[src/rtl/ifu_fetch.sv]
// Instruction fetch unit: owns the PC, issues single-beat AR/R reads and presents (pc, inst) to IF/ID.
// Optional access-fault reporting (ifu_rresp / fetch_fault) is enabled with `define IFU_ACCESS_FAULT_EN.
module ifu_fetch #(
    parameter int unsigned       ADDR_W     = 32,
    parameter int unsigned       DATA_W     = 32,
    parameter logic [ADDR_W-1:0] RESET_ADDR = ADDR_W'(32'h8000_0000),
    parameter logic [DATA_W-1:0] INST_NOP   = DATA_W'(32'h0000_0013)
) (
    input  logic              clk,
    input  logic              rst,
    output logic              ifu_arvalid,
    input  logic              ifu_arready,
    output logic [ADDR_W-1:0] ifu_araddr,
    input  logic              ifu_rvalid,
    output logic              ifu_rready,
    input  logic [DATA_W-1:0] ifu_rdata,
`ifdef IFU_ACCESS_FAULT_EN
    input  logic [1:0]        ifu_rresp,
    output logic              fetch_fault,
`endif
    input  logic              redirect_valid,
    input  logic [ADDR_W-1:0] redirect_pc,
    output logic              fetch_valid,
    input  logic              fetch_ready,
    output logic [ADDR_W-1:0] fetch_pc,
    output logic [DATA_W-1:0] fetch_inst
);

    typedef enum logic [1:0] {
        S_REQ  = 2'd0,
        S_RESP = 2'd1,
        S_OUT  = 2'd2
    } state_t;

    state_t            r_state, w_state_nxt;
    logic [ADDR_W-1:0] r_pc, w_pc_nxt;
    logic [ADDR_W-1:0] r_araddr, w_araddr_nxt;
    logic [ADDR_W-1:0] r_fpc, w_fpc_nxt;
    logic [DATA_W-1:0] r_finst, w_finst_nxt;
    logic              r_drop, w_drop_nxt;
    logic              r_arvalid, w_arvalid_nxt;
    logic              r_rready, w_rready_nxt;
    logic              r_fvalid, w_fvalid_nxt;
    logic [ADDR_W-1:0] w_redir_pc;
    logic              w_ar_hs, w_r_hs, w_f_hs;
    logic              w_resp_err;

    assign w_redir_pc = redirect_pc & ~ADDR_W'(3);
    assign w_ar_hs    = r_arvalid & ifu_arready;
    assign w_r_hs     = r_rready & ifu_rvalid;
    assign w_f_hs     = r_fvalid & fetch_ready;

    always_ff @(posedge clk or posedge rst) begin
        if (rst) begin
            r_state   <= S_REQ;
            r_pc      <= RESET_ADDR;
            r_araddr  <= RESET_ADDR;
            r_drop    <= 1'b0;
            r_arvalid <= 1'b0;
            r_rready  <= 1'b0;
            r_fvalid  <= 1'b0;
            r_fpc     <= RESET_ADDR;
            r_finst   <= INST_NOP;
        end else begin
            r_state   <= w_state_nxt;
            r_pc      <= w_pc_nxt;
            r_araddr  <= w_araddr_nxt;
            r_drop    <= w_drop_nxt;
            r_arvalid <= w_arvalid_nxt;
            r_rready  <= w_rready_nxt;
            r_fvalid  <= w_fvalid_nxt;
            r_fpc     <= w_fpc_nxt;
            r_finst   <= w_finst_nxt;
        end
    end

    always_comb begin
        w_state_nxt   = r_state;
        w_pc_nxt      = redirect_valid ? w_redir_pc : r_pc;
        w_araddr_nxt  = r_araddr;
        w_drop_nxt    = r_drop;
        w_arvalid_nxt = r_arvalid;
        w_rready_nxt  = r_rready;
        w_fvalid_nxt  = r_fvalid;
        w_fpc_nxt     = r_fpc;
        w_finst_nxt   = r_finst;
        case (r_state)
            S_REQ: begin
                // arvalid is low here only right after reset: nothing is outstanding yet
                if (!r_arvalid) begin
                    w_arvalid_nxt = 1'b1;
                    w_araddr_nxt  = w_pc_nxt;
                end else begin
                    if (w_ar_hs) begin
                        w_arvalid_nxt = 1'b0;
                        w_rready_nxt  = 1'b1;
                        w_state_nxt   = S_RESP;
                    end
                    if (redirect_valid) begin
                        w_drop_nxt = 1'b1;
                    end
                end
            end
            S_RESP: begin
                if (w_r_hs) begin
                    w_rready_nxt = 1'b0;
                    if (r_drop || redirect_valid) begin
                        w_drop_nxt    = 1'b0;
                        w_state_nxt   = S_REQ;
                        w_arvalid_nxt = 1'b1;
                        w_araddr_nxt  = w_pc_nxt;
                    end else begin
                        w_fvalid_nxt = 1'b1;
                        w_fpc_nxt    = r_pc;
                        w_finst_nxt  = w_resp_err ? INST_NOP : ifu_rdata;
                        w_state_nxt  = S_OUT;
                    end
                end else if (redirect_valid) begin
                    w_drop_nxt = 1'b1;
                end
            end
            S_OUT: begin
                // A redirect on the handshake cycle still delivers, but the pc follows the redirect
                if (w_f_hs || redirect_valid) begin
                    if (!redirect_valid) begin
                        w_pc_nxt = r_pc + ADDR_W'(4);
                    end
                    w_fvalid_nxt  = 1'b0;
                    w_finst_nxt   = INST_NOP;
                    w_state_nxt   = S_REQ;
                    w_arvalid_nxt = 1'b1;
                    w_araddr_nxt  = w_pc_nxt;
                end
            end
            default: begin
                w_state_nxt   = S_REQ;
                w_arvalid_nxt = 1'b0;
                w_rready_nxt  = 1'b0;
                w_fvalid_nxt  = 1'b0;
                w_finst_nxt   = INST_NOP;
                w_drop_nxt    = 1'b0;
            end
        endcase
    end

`ifdef IFU_ACCESS_FAULT_EN
    logic r_fault;
    logic w_fload, w_fclear;

    assign w_resp_err = |ifu_rresp;
    assign w_fload    = (r_state == S_RESP) & w_r_hs & ~r_drop & ~redirect_valid;
    assign w_fclear   = redirect_valid | w_f_hs;

    always_ff @(posedge clk or posedge rst) begin
        if (rst) begin
            r_fault <= 1'b0;
        end else if (w_fload) begin
            r_fault <= w_resp_err;
        end else if (w_fclear) begin
            r_fault <= 1'b0;
        end
    end

    assign fetch_fault = r_fault;
`else
    assign w_resp_err = 1'b0;
`endif

    assign ifu_arvalid = r_arvalid;
    assign ifu_araddr  = r_araddr;
    assign ifu_rready  = r_rready;
    assign fetch_valid = r_fvalid;
    assign fetch_pc    = r_fpc;
    assign fetch_inst  = r_finst;

endmodule

[config.mk]
export PLATFORM = sky130hd
export DESIGN_NAME = ifu_fetch
export DESIGN_NICKNAME = d
export VERILOG_FILES = /design/src/rtl/ifu_fetch.sv
export SDC_FILE = /design/constraint.sdc
export NUM_CORES = 1
export LEC_CHECK = 0
export CAP_MARGIN = 20
export CORE_ASPECT_RATIO = 1.2
export CORE_MARGIN = 2
export CORE_UTILIZATION = 40
export CTS_CLUSTER_DIAMETER = 50
export DETAILED_ROUTE_END_ITERATION = 7
export PLACE_DENSITY = 0.71
export SLEW_MARGIN = 20
export SYNTH_ARGS = -nofsm -noshare
export SYNTH_HDL_FRONTEND = slang
export SYNTH_SLANG_ARGS = --single-unit
export TNS_END_PERCENT = 20
[constraint.sdc]
create_clock -name clk -period 5.6 [get_ports clk]
set_input_delay 1.12 -clock clk [delete_from_list [all_inputs] [get_ports clk]]
set_output_delay 1.12 -clock clk [all_outputs]
set_load 0.05 [all_outputs]
# ---- Yosys cells after proc, flatten, opt, wreduce, memory -nomap -nowiden
# Index checks and enable logic that the tools add are counted.
dict set report totals {
  register_bits 134
  output_inout_bits 99
}
dict set report op_classes {
  add_sub_neg 1
  n_eq_ne 10
  muxes 38
  bitwise 6
  n_reduce_logical 11
}
# operator n
set ops {}
lappend ops {{$mux 32} 11}
lappend ops {{$pmux 32 s3} 2}
lappend ops {{$add 32x3->32 const B} 1}
lappend ops {{$mux 1} 15}
lappend ops {{$ne 2x2->1 const B} 7}
lappend ops {{$pmux 1 s3} 4}
lappend ops {{$reduce_and 4->1} 3}
lappend ops {{$mux 2} 5}
lappend ops {{$reduce_and 3->1} 3}
lappend ops {{$pmux 2 s3} 1}
lappend ops {{$reduce_and 5->1} 1}
lappend ops {{$and 1x1->1} 3}
lappend ops {{$ne 3x3->1 const B} 1}
lappend ops {{$not 1->1} 3}
lappend ops {{$reduce_bool 3->1} 1}
lappend ops {{$eq 2x1->1 const B} 1}
lappend ops {{$eq 2x2->1 const B} 1}
lappend ops {{$logic_not 2->1} 1}
lappend ops {{$logic_or 1x1->1} 2}

# ---- Depth between registers and ports, before layout
# Gate-level depths: netlist (run 1).
dict set report logic_depth {
  ltp_word 4
  ltp_mapped 9
}

# ---- Worst setup path after synthesis (run 1)
# No wires, ideal clock.
dict set report synth_path {
  path_kind {input to register}
  start {input redirect_valid}
  end {register r_fpc[20] (netlist: fetch_pc[20])}
  arrival_time_ns 2.343
  slack_ns 3.132
  path_stages 5
  path_cell_list {nor3b_2 and3_1 clkbuf_1 buf_2 mux2_2}
}
dict set report synth_between {
  elab_chain_cells 3
}
# element line_no
set synth_lines {}
lappend synth_lines {{from (decl)} 21} ;# input logic redirect_valid,
lappend synth_lines {{$logic_or 1x1->1} 107} ;# if (r_drop || redirect_valid) begin
lappend synth_lines {{$not 1->1 (no source line)} -}
lappend synth_lines {{$reduce_and 3->1 (no source line)} -}
lappend synth_lines {{to (signal assigned)} 72} ;# r_fpc <= w_fpc_nxt;
lappend synth_lines {{to (decl)} 38} ;# logic [ADDR_W-1:0] r_fpc, w_fpc_nxt;
# No other way between the ends.
# A chain may end at the register's enable or synchronous reset.

# ---- Worst setup path in the final report (run 1)
dict set report layout_path {
  start {input fetch_ready}
  end {register r_araddr[25] (netlist: ifu_araddr[25])}
}
dict set report layout_between {
  elab_chain_cells 4
}
# element line_no
set layout_lines {}
lappend layout_lines {{from (decl)} 24} ;# input logic fetch_ready,
lappend layout_lines {{$and 1x1->1} 51} ;# assign w_f_hs = r_fvalid & fetch_ready;
lappend layout_lines {{$logic_or 1x1->1} 124} ;# if (w_f_hs || redirect_valid) begin
lappend layout_lines {{$ne 2x2->1 (no source line)} -}
lappend layout_lines {{$reduce_and 5->1 (no source line)} -}
lappend layout_lines {{to (signal assigned)} 67} ;# r_araddr <= w_araddr_nxt;
lappend layout_lines {{to (decl)} 37} ;# logic [ADDR_W-1:0] r_araddr, w_araddr_nxt;
# No other way between the ends.

==> flow_summary.ini, run 1 <==
[synthesis]
synth_fp_nets = 683
ys_seq_area_share_pct = 51.2
yosys.cell_types.count = 58
synth-seq-cells = 134
avgSynthCellArea_sq_um = 10.8
ys.flop_type = dfrtp_1
ys_async_sr_fraction_pct = 100
synth_edf_count = 0
synth_cells = 607
netlist_area_sq_mm = 0.00656
ys_warn_count = 0

[drt]
viasPerCell = 5.49
drtAntennaViolNets = 0
vias = 5392
remaining_drc_errors = 0
postRouteWirelength_um = 17800
firstDrtPassIters = 5
drt_iter0_drc = 247
wl_per_cell_um = 18.2

[sta]
slew_viol_final = 0
post-route-period-util_pct = 62.5
setup_viol = 0
fin_crit_ns = 3.50
clock_skew_ns = 0.00768
maxSlewHeadroom_pct = 28.5
fmax_mhz = 286
finalHoldViolCount = 0
rsz0062_at_grt = no
tightest_slew_ns = 1.07
fin_tns_setup_ns = 0

[critical_path]
end_kind = flip-flop
crit_type = input port to flip-flop
rr_endpoint = ifu_araddr[25]$_DFFE_PP0P_
critPathArrivalTime_ns = 3.81
r2r_setup_slack_ns = 2.76
r2r-start = fetch_valid$_DFFE_PP0P_
start_kind = input port
crit_start = fetch_ready
worstPathRequired_ns = 5.91
r2r_cells = 5
crit_fanout = 31

[hold_path]
worstHoldStart = ifu_araddr[12]$_DFFE_PP0P_
hold-path-endpoint = ifu_araddr[12]$_DFFE_PP0P_
hold_depth = 2
hold_path.class = flip-flop to flip-flop

[finish]
multiInputGateArea_sq_mm = 0.00297
antenna_cells = 0
syn2layout_area_growth_pct = 36.8
fill_cells = 1364
final_cell_area_sq_mm = 0.00897
regArea_sq_mm = 0.00336
drive_gt1_share_pct = 12.6
fin_util_pct = 55.6
nets = 833

[clock_network]
cts_hold_buf = 0
cts_htree_levels = 4
post_cts_buffers = 0
cts_root_buf = clkbuf_16
post_cts_resized = 0
clk_path_buf_depth = 2
clock_latency_ns = 0.43
clkTransAtPathRegs_ns = 0.05
cts_tree = built
clock-sinks = 134
numCtsBuffers = 17

[placement]
portBuffers = 166
hpwl_um = 12500
dpl-instance-area_sq_mm = 0.00834
routabilityCongestion = 0.838

[status]
status = finished, final reports clean

[global_route]
grt_pass1_vias = 5571
grt_use_total_pct = 21.0
grt_first_pass_wirelength_um = 28800
grt_antenna_before_repair = 0
grt_max_degree = 102
grt_overflow = 0

[floorplanning]
core_area_sq_mm = 0.0161
die_h_um = 144
io_pins = 169
std_cell_rows = 51
dieArea_sq_mm = 0.0174
die_w_um = 121
initial_utilization_pct = 40.6

[run]
maxCapViolations = 0

[pwr]
power_leakage_nw = 3.77
peakVddDrop_mv = 0.343
pwr_density_cell_mw_per_mm2 = 635
## cells in the final DEF (no fill, tap or decap), types with 14 or more instances in the layout
master	count
clkdlybuf4s50_1	165
dfrtp_1	128
nand2_1	58
mux2_2	46
a22o_1	33
nor2_1	30
o21ai_0	25
nand4_1	19
nor3_1	17
clkbuf_16	17
xor2_1	16
nand3_1	14
xnor2_1	14
## metrics by stage
step	instances	hold WS (ns)	setup WS [ns]	power [mW]
floorplan	607	0.471	0.907	3.54
CTS	982	0.483	2.18	5.74
global placement	950	0.464	1.72	4.47
global route	982	0.513	1.95	5.97
detailed placement	950	0.470	1.72	4.52
finish	982	0.478	2.10	5.70
## synthesized netlist by cell type, types with 14 or more instances
library cell | number | area [sq um]
nand3_1 | 14 | 70.1
o21ai_0 | 25 | 125
mux2_2 | 46 | 518
nand2_1 | 58 | 218
xnor2_1 | 14 | 123
buf_2 | 20 | 100
nor2_1 | 30 | 113
dfrtp_1 | 128 | 3200
nor3_1 | 17 | 85.1
xor2_1 | 16 | 140
a22o_1 | 33 | 289
nand4_1 | 19 | 119
## per-layer routing
| layer | vias up | routed length, um | track usage [%] | part of all wire, % |
|---|---|---|---|---|
| met1 | 2672 | 7430 | 25.7 | 42 |
| met4 | 0 | 358 | 7.53 | 2.0 |
| met3 | 31 | 1230 | 6.39 | 6.9 |
| met5 | - | 0 | 0 | 0 |
| li1 | 2507 | - | - | - |
| met2 | 182 | 8810 | 35.0 | 49 |
## registers in the layout, indices dropped and copies added, names as in the netlist
signal	flops
ifu_arvalid	1
ifu_araddr	32
r_pc	32
r_drop	1
fetch_valid	1
fetch_inst	32
ifu_rready	1
fetch_pc	32
r_state	2
## where the power goes
part	internal [mW]	switching [mW]
Clock	0.766	0.423
Combinational	0.988	1.90
Sequential	1.36	0.263
## worst max-delay path, cell delays in order
cell	delay, ns
clkdlybuf4s50_1	0.45
a21oi_1	0.59
a2111o_1	0.93
buf_4	0.41
a21oi_1	0.07
a22o_1	0.21
## final cells by class
type	instances	share of cell area (%)
clock buffer	20	5.09
multi-input combinational	422	33.1
timing repair buffer	172	19.0
tap	212	2.96
clock inverter	12	1.97
sequential	134	37.5
inverter	10	0.474
## logic make-up (layout without fill, tap and decap cells)
kind of cell,Yosys count,count (layout),share of synthesized area [%]
AOI/OAI and AO/OA,132,132,14.5
DFF,134,134,51.2
buffers and inverters,51,214,3.53
muxes,60,60,10.1
xor gates and xnor gates,30,30,4.01
adders and majority gates,6,6,1.14
and+or+nand+nor,194,194,15.6
## worst max-delay path by stage
| stage | cells after the start | slack (ns) | endpoint |
|---|---|---|---|
| 3_5_place_dp | 6 | 1.72 | ifu_araddr[28]$_DFFE_PP0P_ |
| 4_1_cts | 6 | 2.18 | ifu_araddr[28]$_DFFE_PP0P_ |
| 6_report | 6 | 2.10 | ifu_araddr[25]$_DFFE_PP0P_ |
| 5_1_grt | 6 | 1.95 | ifu_araddr[28]$_DFFE_PP0P_ |
| 3_3_place_gp | 6 | 1.72 | ifu_araddr[28]$_DFFE_PP0P_ |
| 2_1_floorplan | 1 | 0.91 | fetch_inst[10]$_DFFE_PP0P_ |
No activity file was read; power rests on OpenSTA's default activity.
==> inputs of run 2 (changes only) <==
- clock period: 5.6 -> 3.4 ns (I/O delays scaled with it)
==> flow_summary.ini, run 2 (synthesis gave the netlist of run 1 again) <==
[status]
status = finished, final reports clean

[sta]
slew_viol_final = 0
setup_viol = 0
fin_tns_setup_ns = 0
fin_crit_ns = 2.70
post-route-period-util_pct = 79.6
fin_ws_ns = 0.695
maxSlewHeadroom_pct = 29.9
fmax_mhz = 370
clock_skew_ns = 0.00803
finalHoldViolCount = 0
timing.hold.ws_ns = 0.481
tightest_slew_ns = 1.05
rsz0062_at_grt = no

[placement]
dp.cells = 957
portBuffers = 166
routabilityCongestion = 0.862
dpl-instance-area_sq_mm = 0.00840
hpwl_um = 12600
pre_cts_slack_ns = 0.272

[critical_path]
crit_fanout = 26
critPathArrivalTime_ns = 3.01
start_kind = input port
crit_type = input port to flip-flop
end_kind = flip-flop
worstPathRequired_ns = 3.71

[drt]
drt_iter0_drc = 319
viasPerCell = 5.57
firstDrtPassIters = 5
vias = 5511
wl_per_cell_um = 18.3
drtAntennaViolNets = 0
remaining_drc_errors = 0
postRouteWirelength_um = 18100

[finish]
regArea_sq_mm = 0.00336
final_common_cell = clkdlybuf4s50_1
final_cell_area_sq_mm = 0.00902
most-common-layout-cells = clkdlybuf4s50_1, dfrtp_1, nand2_1
fin_util_pct = 55.9
antenna_cells = 0
layoutNonFillerInstCount = 989
fill_cells = 1392
nets = 840
drive_gt1_share_pct = 13.5
syn2layout_area_growth_pct = 37.5
multiInputGateArea_sq_mm = 0.00297

[clock_network]
cts_tree = built
clock-sinks = 134
post_cts_buffers = 0
clk_path_buf_depth = 2
post_cts_resized = 0
numCtsBuffers = 17
cts_htree_levels = 4
clock_latency_ns = 0.42
cts_root_buf = clkbuf_16
clkTransAtPathRegs_ns = 0.06
cts_hold_buf = 0

[hold_path]
hold_path.class = flip-flop to flip-flop

[global_route]
grt_pass1_vias = 5588
grt_first_pass_wirelength_um = 28800
grt_use_total_pct = 21.0
grt_antenna_before_repair = 0
grt_max_degree = 135
grt_overflow = 0

[floorplanning]
core_area_sq_mm = 0.0161
initial_utilization_pct = 40.6
die_w_um = 121
dieArea_sq_mm = 0.0174
std_cell_rows = 51
io_pins = 169
die_h_um = 144

[pwr]
power_leakage_nw = 3.80
pwr_density_cell_mw_per_mm2 = 1040
power.total_mw = 9.40
peakVddDrop_mv = 0.623

[run]
maxCapViolations = 0
## run 2: cell types whose count changed in the layout (fill, tap and decap cells not counted), moves of 2 or more
cell	delta
inv_6	+3
buf_4	+6
clkinv_2	-2
clkinvlp_4	-2
clkinv_4	+4
clkbuf_8	-2
## run 2: power by group
| group | switching, mW | internal (mW) |
|---|---|---|
| Combinational | 3.12 | 1.66 |
| Clock | 0.768 | 1.17 |
| Sequential | 0.443 | 2.24 |
| Total | 4.33 | 5.07 |
## run 2: final timing paths
check	startpoint	to	slack (ns)	cells after the start
max	fetch_ready	ifu_araddr[28]$_DFFE_PP0P_	0.70	6
min	ifu_araddr[1]$_DFFE_PP0P_	ifu_araddr[1]$_DFFE_PP0P_	0.48	2
max reg2reg	r_state[0]$_DFFE_PP0P_	fetch_inst[7]$_DFFE_PP0P_	0.75	7
min reg2reg	ifu_araddr[1]$_DFFE_PP0P_	ifu_araddr[1]$_DFFE_PP0P_	0.48	2
max in group asynchronous	rst	fetch_inst[20]$_DFFE_PP0P_	2.04	3
min in group asynchronous	rst	fetch_pc[17]$_DFFE_PP0P_	0.79	3
## run 2: worst max-delay path, stage by stage
cell and delay, ns:
clkdlybuf4s50_1 0.45, a21oi_1 0.63, a2111o_1 0.58, buf_4 0.36
a41oi_1 0.09, a22o_1 0.21
## run 2: layer usage
| metal | GRT usage [%] | routed length (um) | share of wire [%] | vias to the layer above |
|---|---|---|---|---|
| li1 | - | - | - | 2525 |
| met1 | 26.2 | 7470 | 41 | 2743 |
| met2 | 35.2 | 8900 | 49 | 216 |
| met3 | 6.51 | 1460 | 8.1 | 27 |
| met4 | 5.81 | 223 | 1.2 | 0 |
| met5 | 0 | 0 | 0 | - |
## run 2: layout make-up
cell class              instances  share of cell area, %
flip-flops and latches        134                   37.3
clock inverters                15                   2.16
clock buffers                  17                   4.72
well taps                     212                   2.94
repair buffers                179                   19.6
multi-input cells             422                   32.9
inverters                      10                  0.458
==> inputs of run 3 (changes only) <==
- PLACE_DENSITY: 0.71 -> 0.73
- clock period: 3.4 -> 2.42 ns (I/O delays scaled with it)
==> flow_summary.ini, run 3 (synthesis gave the netlist of run 1 again) <==
[pwr]
power_leakage_nw = 3.90
power.total_mw = 13.0
pwr_density_cell_mw_per_mm2 = 1420
peakVddDrop_mv = 0.809

[clock_network]
clock-sinks = 134
cts_tree = built
cts_root_buf = clkbuf_16
cts_htree_levels = 4
clk_path_buf_depth = 2
numCtsBuffers = 17
clock_latency_ns = 0.41
cts_hold_buf = 0
post_cts_buffers = 0
clkTransAtPathRegs_ns = 0.05

[hold_path]
hold_depth = 2
worstHoldStart = ifu_araddr[12]$_DFFE_PP0P_
hold_path.class = flip-flop to flip-flop
hold-path-endpoint = ifu_araddr[12]$_DFFE_PP0P_

[critical_path]
r2r_setup_slack_ns = 0.22
critPathArrivalTime_ns = 1.77
cp.buffers_inverters = 1
crit_type = flip-flop to primary output
cpMaxStageDelayCell = clkdlybuf4s50_1
cp_slowest_stage_delay_ns = 0.82
r2r_cells = 8
crit_fanout = 2
end_kind = primary output
r2r-start = r_state[1]$_DFFE_PP0P_
start_kind = flip-flop
rr_endpoint = ifu_araddr[22]$_DFFE_PP0P_
cpLargestDelayFamily = buffers and inverters
crit_chain = clkdlybuf4s50_1
worstPathRequired_ns = 1.94

[sta]
timing.hold.ws_ns = 0.477
setup_viol = 0
finalHoldViolCount = 0
tightest_slew_ns = 0.563
clock_skew_ns = 0.00602
fmax_mhz = 443
fin_crit_ns = 2.26
slew_viol_final = 0
maxSlewHeadroom_pct = 62.3
post-route-period-util_pct = 93.2
rsz0062_at_grt = no

[drt]
firstDrtPassIters = 5
wl_per_cell_um = 18.1
viasPerCell = 5.42
drt_iter0_drc = 468
vias = 5491
postRouteWirelength_um = 18400
remaining_drc_errors = 0
drtAntennaViolNets = 0

[finish]
final_cell_area_sq_mm = 0.00919
fill_cells = 1372
most-common-layout-cells = clkdlybuf4s50_1, dfrtp_1, nand2_1
final_common_cell = clkdlybuf4s50_1
drive_gt1_share_pct = 15.2
nets = 865
syn2layout_area_growth_pct = 40.1
antenna_cells = 0
fin_util_pct = 56.9

[floorplanning]
die_w_um = 121
io_pins = 169
dieArea_sq_mm = 0.0174
core_area_sq_mm = 0.0161
die_h_um = 144
std_cell_rows = 51
initial_utilization_pct = 40.6

[placement]
dpl-instance-area_sq_mm = 0.00865
hpwl_um = 13400
portBuffers = 166
routabilityCongestion = 0.877

[global_route]
grt_antenna_before_repair = 0
grt_max_degree = 73
grt_use_total_pct = 21.9
grt_pass1_vias = 5779
grt_overflow = 0
grt_first_pass_wirelength_um = 29900

[run]
maxCapViolations = 0

[status]
status = finished, final reports clean
-- run 3: changes by cell type in the layout (fill, tap and decap cells not counted), sizes merged --
| cell | previous run | this run |
|---|---|---|
| buf | 14 | 39 |
| clkbuf | 17 | 28 |
| inv | 14 | 9 |
| clkinv | 5 | 2 |
| bufinv | 3 | 1 |
| clkinvlp | 3 | 2 |
-- run 3: worst max-delay path by stage --
stage | from | to | slack, ns | depth (start not counted)
finish | fetch_inst[1]$_DFFE_PP1P_ | fetch_inst[1] | 0.16 | 1
global route | r_state[1]$_DFFE_PP0P_ | ifu_araddr[22]$_DFFE_PP0P_ | 0.07 | 8
CTS | fetch_inst[1]$_DFFE_PP1P_ | fetch_inst[1] | 0.14 | 1
detailed placement | fetch_ready | ifu_araddr[13]$_DFFE_PP0P_ | -0.008 | 7
global placement | fetch_ready | ifu_araddr[13]$_DFFE_PP0P_ | 0.004 | 7
floorplan | rst | fetch_inst[10]$_DFFE_PP0P_ | 0.28 | 1
-- run 3: where the power goes --
group	switching, mW	internal (mW)	leakage, nW
logic	4.41	2.49	1.98
clock network	0.893	1.46	0.257
registers	0.625	3.15	1.67
-- run 3: area by class of cell --
class                           instances  area [sq um]  share of cell area [%]
Clock inverter                          4          47.5                   0.517
Multi-Input combinational cell        422          2970                    32.3
Sequential cell                       134          3360                    36.6
Tap cell                              212           265                    2.89
Clock buffer                           28           487                    5.30
Inverter                               10          41.3                   0.449
Timing Repair Buffer                  204          2020                    22.0
-- run 3: layer usage --
metal	track usage [%]	wire [um]	part of all wire, %
met4	7.22	352	1.9
met2	37.1	9290	51
met5	0	0	0
met1	26.8	7500	41
met3	6.47	1240	6.7
-- run 3: per-stage QoR --
step | setup WS (ns) | instances | TNS, ns
3_3_place_gp | 0.00352 | 982 | 0
5_1_grt | 0.0735 | 1014 | 0
6_report | 0.165 | 1014 | 0
4_1_cts | 0.137 | 1014 | 0
2_1_floorplan | 0.276 | 607 | 0
3_5_place_dp | -0.00837 | 982 | -0.0141
-- run 3: timing repair --
action                                  CTS  global route
hold endpoints to repair                  0             0
gates resized for setup                   0             1
endpoints found under the setup margin    0             2
